==> src/rtl/jt1943_romsched.sv <==
// jt1943_romsched
//   Read scheduler sitting between the per-chip ROM cache slots and the SDRAM
//   controller. One pending slot miss is picked, a single two-beat SDRAM read
//   is issued for it, the beats are packed into a 32-bit word, and the word is
//   handed back to the requesting slot with a cen-qualified write strobe.
//
// Parameters
//   SLOTS : number of request slots (2..8)
//   AW    : SDRAM word-address width; slot addresses use the same units
//
// Ports
//   i_clk         system clock
//   i_rst         synchronous, active-high reset
//   i_cen         slot-side clock enable; slots sample o_slot_we only on cen
//   i_slot_req    per-slot miss request (level)
//   i_slot_addr   packed slot addresses, slot i at [i*AW +: AW]
//   o_slot_we     one-hot refill strobe, held until a cen=1 cycle
//   o_slot_din    refill data, common to all slots
//   o_sdram_req   read request to the SDRAM controller (level)
//   o_sdram_addr  read address, bit 0 always 0
//   i_sdram_ack   one-cycle pulse: request accepted
//   i_sdram_dst   one-cycle pulse: i_sdram_data valid
//   i_sdram_data  read data beat
//
// Build option
//   JT1943_ROMSCHED_RR_EN : when defined, round-robin arbitration with a
//   pointer register; when undefined, fixed priority with slot 0 highest.
//
// State table
//   state      | meaning
//   S_IDLE     | arbitrate among pending slot requests
//   S_WAIT_ACK | SDRAM request held, waiting for acceptance
//   S_DATA     | collecting the two data beats
//   S_CHECK    | confirm the slot still wants this address
//   S_DELIVER  | refill strobe held until a cen cycle

module jt1943_romsched #(
  parameter int SLOTS = 4,
  parameter int AW    = 22
) (
  input  logic                  i_clk,
  input  logic                  i_rst,
  input  logic                  i_cen,
  input  logic [SLOTS-1:0]      i_slot_req,
  input  logic [SLOTS*AW-1:0]   i_slot_addr,
  output logic [SLOTS-1:0]      o_slot_we,
  output logic [31:0]           o_slot_din,
  output logic                  o_sdram_req,
  output logic [AW-1:0]         o_sdram_addr,
  input  logic                  i_sdram_ack,
  input  logic                  i_sdram_dst,
  input  logic [15:0]           i_sdram_data
);

  localparam int SW = (SLOTS > 1) ? $clog2(SLOTS) : 1;
  localparam logic [AW-1:0] ADDR_MASK = ~AW'(1);

  typedef enum logic [2:0] {
    S_IDLE,
    S_WAIT_ACK,
    S_DATA,
    S_CHECK,
    S_DELIVER
  } state_t;

  state_t          r_state;
  logic [SW-1:0]   r_sel;
  logic [AW-1:0]   r_addr;
  logic            r_beat;

  logic [SW-1:0]   w_win;
  logic            w_any;
  logic [AW-1:0]   w_win_addr;
  logic [AW-1:0]   w_sel_addr;
  logic            w_match;

`ifdef JT1943_ROMSCHED_RR_EN
  logic [SW-1:0]   r_ptr;

  function automatic logic [SW-1:0] f_wrap(input logic [SW-1:0] p, input int k);
    return SW'((int'(p) + k) % SLOTS);
  endfunction

  // Walk from the farthest offset down so the slot closest to the pointer wins.
  always_comb begin
    w_win = '0;
    w_any = 1'b0;
    for (int k = SLOTS-1; k >= 0; k--) begin
      if (i_slot_req[f_wrap(r_ptr, k)]) begin
        w_win = f_wrap(r_ptr, k);
        w_any = 1'b1;
      end
    end
  end
`else
  // Walk from the top down so the lowest requesting index wins.
  always_comb begin
    w_win = '0;
    w_any = 1'b0;
    for (int k = SLOTS-1; k >= 0; k--) begin
      if (i_slot_req[k]) begin
        w_win = SW'(k);
        w_any = 1'b1;
      end
    end
  end
`endif

  assign w_win_addr = i_slot_addr[int'(w_win)*AW +: AW] & ADDR_MASK;
  assign w_sel_addr = i_slot_addr[int'(r_sel)*AW +: AW] & ADDR_MASK;
  // Data is only useful if the slot is still missing on the same word.
  assign w_match    = i_slot_req[r_sel] && (w_sel_addr == r_addr);

  always_ff @(posedge i_clk) begin
    if (i_rst) begin
      r_state      <= S_IDLE;
      r_sel        <= '0;
      r_addr       <= '0;
      r_beat       <= 1'b0;
      o_sdram_req  <= 1'b0;
      o_sdram_addr <= '0;
      o_slot_we    <= '0;
      o_slot_din   <= '0;
`ifdef JT1943_ROMSCHED_RR_EN
      r_ptr        <= '0;
`endif
    end else begin
      case (r_state)
        S_IDLE: begin
          if (w_any) begin
            r_sel        <= w_win;
            r_addr       <= w_win_addr;
            o_sdram_req  <= 1'b1;
            o_sdram_addr <= w_win_addr;
            r_state      <= S_WAIT_ACK;
`ifdef JT1943_ROMSCHED_RR_EN
            // Advances on every issue, even if the data is later dropped.
            r_ptr        <= f_wrap(w_win, 1);
`endif
          end
        end

        S_WAIT_ACK: begin
          if (i_sdram_ack) begin
            o_sdram_req <= 1'b0;
            r_beat      <= 1'b0;
            r_state     <= S_DATA;
          end
        end

        S_DATA: begin
          if (i_sdram_dst) begin
            if (!r_beat) begin
              o_slot_din[15:0] <= i_sdram_data;
              r_beat           <= 1'b1;
            end else begin
              o_slot_din[31:16] <= i_sdram_data;
              r_beat            <= 1'b0;
              r_state           <= S_CHECK;
            end
          end
        end

        S_CHECK: begin
          if (w_match) begin
            o_slot_we <= SLOTS'(1) << r_sel;
            r_state   <= S_DELIVER;
          end else begin
            r_state   <= S_IDLE;
          end
        end

        S_DELIVER: begin
          // The slot samples the strobe on this same edge when cen is high.
          if (i_cen) begin
            o_slot_we <= '0;
            r_state   <= S_IDLE;
          end
        end

        default: begin
          r_state     <= S_IDLE;
          o_sdram_req <= 1'b0;
          o_slot_we   <= '0;
        end
      endcase
    end
  end

endmodule

==> config.mk <==
export PLATFORM = sky130hd
export DESIGN_NAME = jt1943_romsched
export DESIGN_NICKNAME = d
export VERILOG_FILES = /design/src/rtl/jt1943_romsched.sv
export SDC_FILE = /design/constraint.sdc
export NUM_CORES = 1
export LEC_CHECK = 0
export CELL_PAD_IN_SITES_DETAIL_PLACEMENT = 1
export CELL_PAD_IN_SITES_GLOBAL_PLACEMENT = 1
export CORE_MARGIN = 3
export CORE_UTILIZATION = 33
export DETAILED_ROUTE_END_ITERATION = 16
export MAX_ROUTING_LAYER = met4
export PLACE_DENSITY_LB_ADDON = 0.08
export SETUP_SLACK_MARGIN = 0.1
export SLEW_MARGIN = 20
export SYNTH_ARGS = -nofsm -noshare
export SYNTH_HDL_FRONTEND = slang
export SYNTH_SLANG_ARGS = --single-unit
==> constraint.sdc <==
create_clock -name i_clk -period 4.05 [get_ports i_clk]
set_input_delay 1.0125 -clock i_clk [delete_from_list [all_inputs] [get_ports i_clk]]
set_output_delay 1.0125 -clock i_clk [all_outputs]
set_load 0.01 [all_outputs]
==> metrics.md <==
| Metric | Value |
|---|---|
| Die Y | 114 um |
| Clock transition at path regs | 0.05 ns |
| WL/cell | 18.8 um |
| RSZ-0062 raised after global routing | false |
| First-pass GRT wire length | 21000 um |
| Syn_nets | 527 |
| 1st-iter DRT viols | 97 |
| Hold_buf cts | 0 |
| Crit-path cells | clkdlybuf4s50_1 -> mux4_2 -> xnor2_1 -> nand4_1 -> nor4_2 -> a41o_2 -> o22ai_1 |
| Multi-input logic area | 0.00234 mm^2 |
| CTS tree | done |
| # rows | 38 |
| Post-DP HPWL | 9970 um |
| Hold Path Sink | o_slot_din[12] |
| Critical Path Max Stage Delay | 0.50 ns |
| Synth top area cells | dfxtp_1 33%, mux4_2 20%, nand2_1 11%, a21oi_1 7.9%, xnor2_1 3.2% |
| Synth Flop Type | dfxtp_1 |
| Placed insts | 693 |
| P_int | 0.00142 W |
| Final TNS setup | 0 ns |
| MaxCap Viol Count | 0 |
| Die X | 114 um |
| Cells after synthesis | 414 |
| Final Core Density | 0.527 |
| Asr flop ratio synth | 0 |
| Finished Layout Cells | 708 |
| Vias in the first global route | 4023 |
| Crit path max-delay cell type | mux4_2 |
| Switching share of total power | 0.274 |
| Flops & latches, synth | 64 |
| Clock sinks | 64 |
| Via density | 5.27 |
| Antenna Violating Nets Remaining | 0 |
| I/O Buffers | 166 |
| Startpoint class of the critical path | primary input |
| Gate power share | 0.255 |
| Yosys top cell area share | 0.332 |
| DR vias | 3733 |
| Final WL | 13300 um |
| Core ar. | 0.0111 mm^2 |
| Cell area after synthesis | 0.00386 mm^2 |
| EDFF count, synth | 0 |
| Worst path bufs/invs | 1 |
| P per Cell Area | 335 mW/mm^2 |
| Final Instance Area | 0.00586 mm^2 |
| Worst-Margin Slew | 0.861 ns |
| Worst vdd ir | 169 uV |
| Largest net degree at the start of global routing | 43 |
| Tightest Hold Check Type | reg2reg |
| Worst setup margin | 1.14 ns |
| Sw Pwr | 0.000537 W |
| Commonest cells post-synth | 115 x nand2_1, 64 x dfxtp_1, 61 x a21oi_1 |
| Share of cells above drive strength 1 | 0.123 |
| GRT Residual Overflow | 0 |
| Place WS | 0.802 ns |
| # fillers | 1285 |
| Count of final hold-check violations | 0 |
| Fin nets | 677 |
| GRT Overall Usage | 0.212 |
| Fin crit period | 2.91 ns |
| CTS root buffer | clkbuf_16 |
| Initial Util | 0.347 |
| Worst skew pair latency | 0.33 ns |
| Clk pwr share | 0.382 |
| Sequential share of power | 0.362 |
| P_leak | 1.98 nW |
| Num CTS Buffers | 9 |
| Data required, critical path | 4.22 ns |
| H-tree depth | 3 |
| Die area | 0.0130 mm^2 |
| Sequential share of the synthesized area | 0.332 |
| Reg2reg path depth | 7 |
| Largest area contributor in the netlist | dfxtp_1 |
| CP Class | in2reg |
| Most frequent cell after synthesis | nand2_1 |
| Yosys warning count | 0 |
| Clock skew | 0.00495 ns |
| Post-place instance area | 0.00556 mm^2 |
| Reg2Reg Setup Slack | 1.28 ns |
| Relative slew slack | 0.426 |
| FF/Latch Area | 0.00128 mm^2 |
| Diode count | 0 |
| Worst Hold Depth | 2 |
| Placer Congestion | 0.749 |
| Area Growth Syn to Fin | 51.9% |
| Post-CTS resize count | 0 |
| Yosys cell types | 43 |
| Max Fanout on Critical Path | 4 |
| Worst setup EP type | register |
| DRC | 0 |
| Num ports | 172 |
| Reg2reg start | r_sel[1] |
| Initial antenna violation count | 0 |
| Period utilization | 0.719 |
| Slew Limit Fails | 0 |
| F_max | 344 MHz |
| R2r endpoint | o_slot_we[0] |
| Outcome | finished clean |
| Top delay family on crit path | simple AND/OR/NAND/NOR gates |
| Critical path depth | 7 |
| Setup Fix Bufs, Post-CTS | 0 |
| Worst EP arrival | 3.08 ns |
| DRT Pass-1 Iters | 5 |
| Min-delay src | o_slot_din[12] |
| Avg Cell Area, Syn | 9.31 um^2 |
| Final setup violation count | 0 |
| Clock Path Buffers | 2 |
[worst min-delay path: stages, from the launching register on]
cell and delay [ns]:
dfxtp_1 0.30, nand2_1 0.05, a21oi_1 0.05
[state kept, by name, summed over array words and instances, names as in the netlist]
register,cells
o_sdram_addr,21
o_slot_we,4
r_state,3
r_sel,2
o_slot_din,32
o_sdram_req,1
r_beat,1
[logic make-up (layout without fill, tap and decap cells)]
kind of cell / count (synthesis) / in the layout / synth area share
and+or+nand+nor: 152 / 152 / 0.176
other: 1 / 1 / 0.000972
buffers and inverters: 45 / 199 / 0.0633
xor gates and xnor gates: 20 / 20 / 0.0454
AOI/OAI and AO/OA: 78 / 78 / 0.113
DFF: 64 / 64 / 0.332
muxes: 54 / 54 / 0.269
[metal layers]
metal / GRT usage / routed length [um]
met5: - / 0
met4: 0.0404 / 66
met1: 0.244 / 5370
met3: 0.0571 / 769
met2: 0.374 / 7100
[power by group through the flow]
stage	Combinational [W]	Clock, W	Sequential [W]
floorplan	0.000265	0	0.000716
global placement	0.000494	0	0.000720
detailed placement	0.000503	0	0.000724
CTS	0.000506	0.000768	0.000711
global route	0.000544	0.000798	0.000717
finish	0.000501	0.000750	0.000710
[how the worst max path moves through the flow]
stage	endpoint	start
3_3_place_gp	o_slot_we[0]	i_slot_addr[31]
3_5_place_dp	o_slot_we[0]	i_slot_addr[31]
4_1_cts	o_slot_we[0]	r_sel[0]
6_report	o_slot_we[0]	i_slot_addr[79]
2_1_floorplan	o_slot_we[0]	i_slot_addr[33]
5_1_grt	o_slot_din[22]	i_sdram_dst
[cell usage in the layout (no fill, tap or decap), drive strengths merged, types with 2 or more instances in the layout]
| cell type | n |
|---|---|
| a21oi | 61 |
| a31oi | 2 |
| and2 | 2 |
| buf | 8 |
| clkbuf | 13 |
| clkdlybuf4s50 | 165 |
| dfxtp | 64 |
| inv | 11 |
| mux2 | 4 |
| mux2i | 12 |
| mux4 | 38 |
| nand2 | 115 |
| nand2b | 3 |
| nand4 | 4 |
| nor2 | 9 |
| nor2b | 3 |
| nor3 | 5 |
| nor4 | 4 |
| o22ai | 5 |
| or4 | 2 |
| xnor2 | 14 |
| xor2 | 6 |
[per-stage QoR]
stage	hold slack, ns	total power (W)
6_report	0.454	0.00196
5_1_grt	0.477	0.00206
4_1_cts	0.457	0.00198
3_5_place_dp	0.450	0.00123
3_3_place_gp	0.443	0.00121
2_1_floorplan	0.481	0.000982
[cell type report]
class	count	area share
clock buffers	13	0.0478
flip-flops and latches	64	0.219
well taps	140	0.0299
clock inverters	2	0.00214
multi-input cells	305	0.400
inverters	11	0.00705
repair buffers	173	0.294
Power figures use the tool's default switching activity.
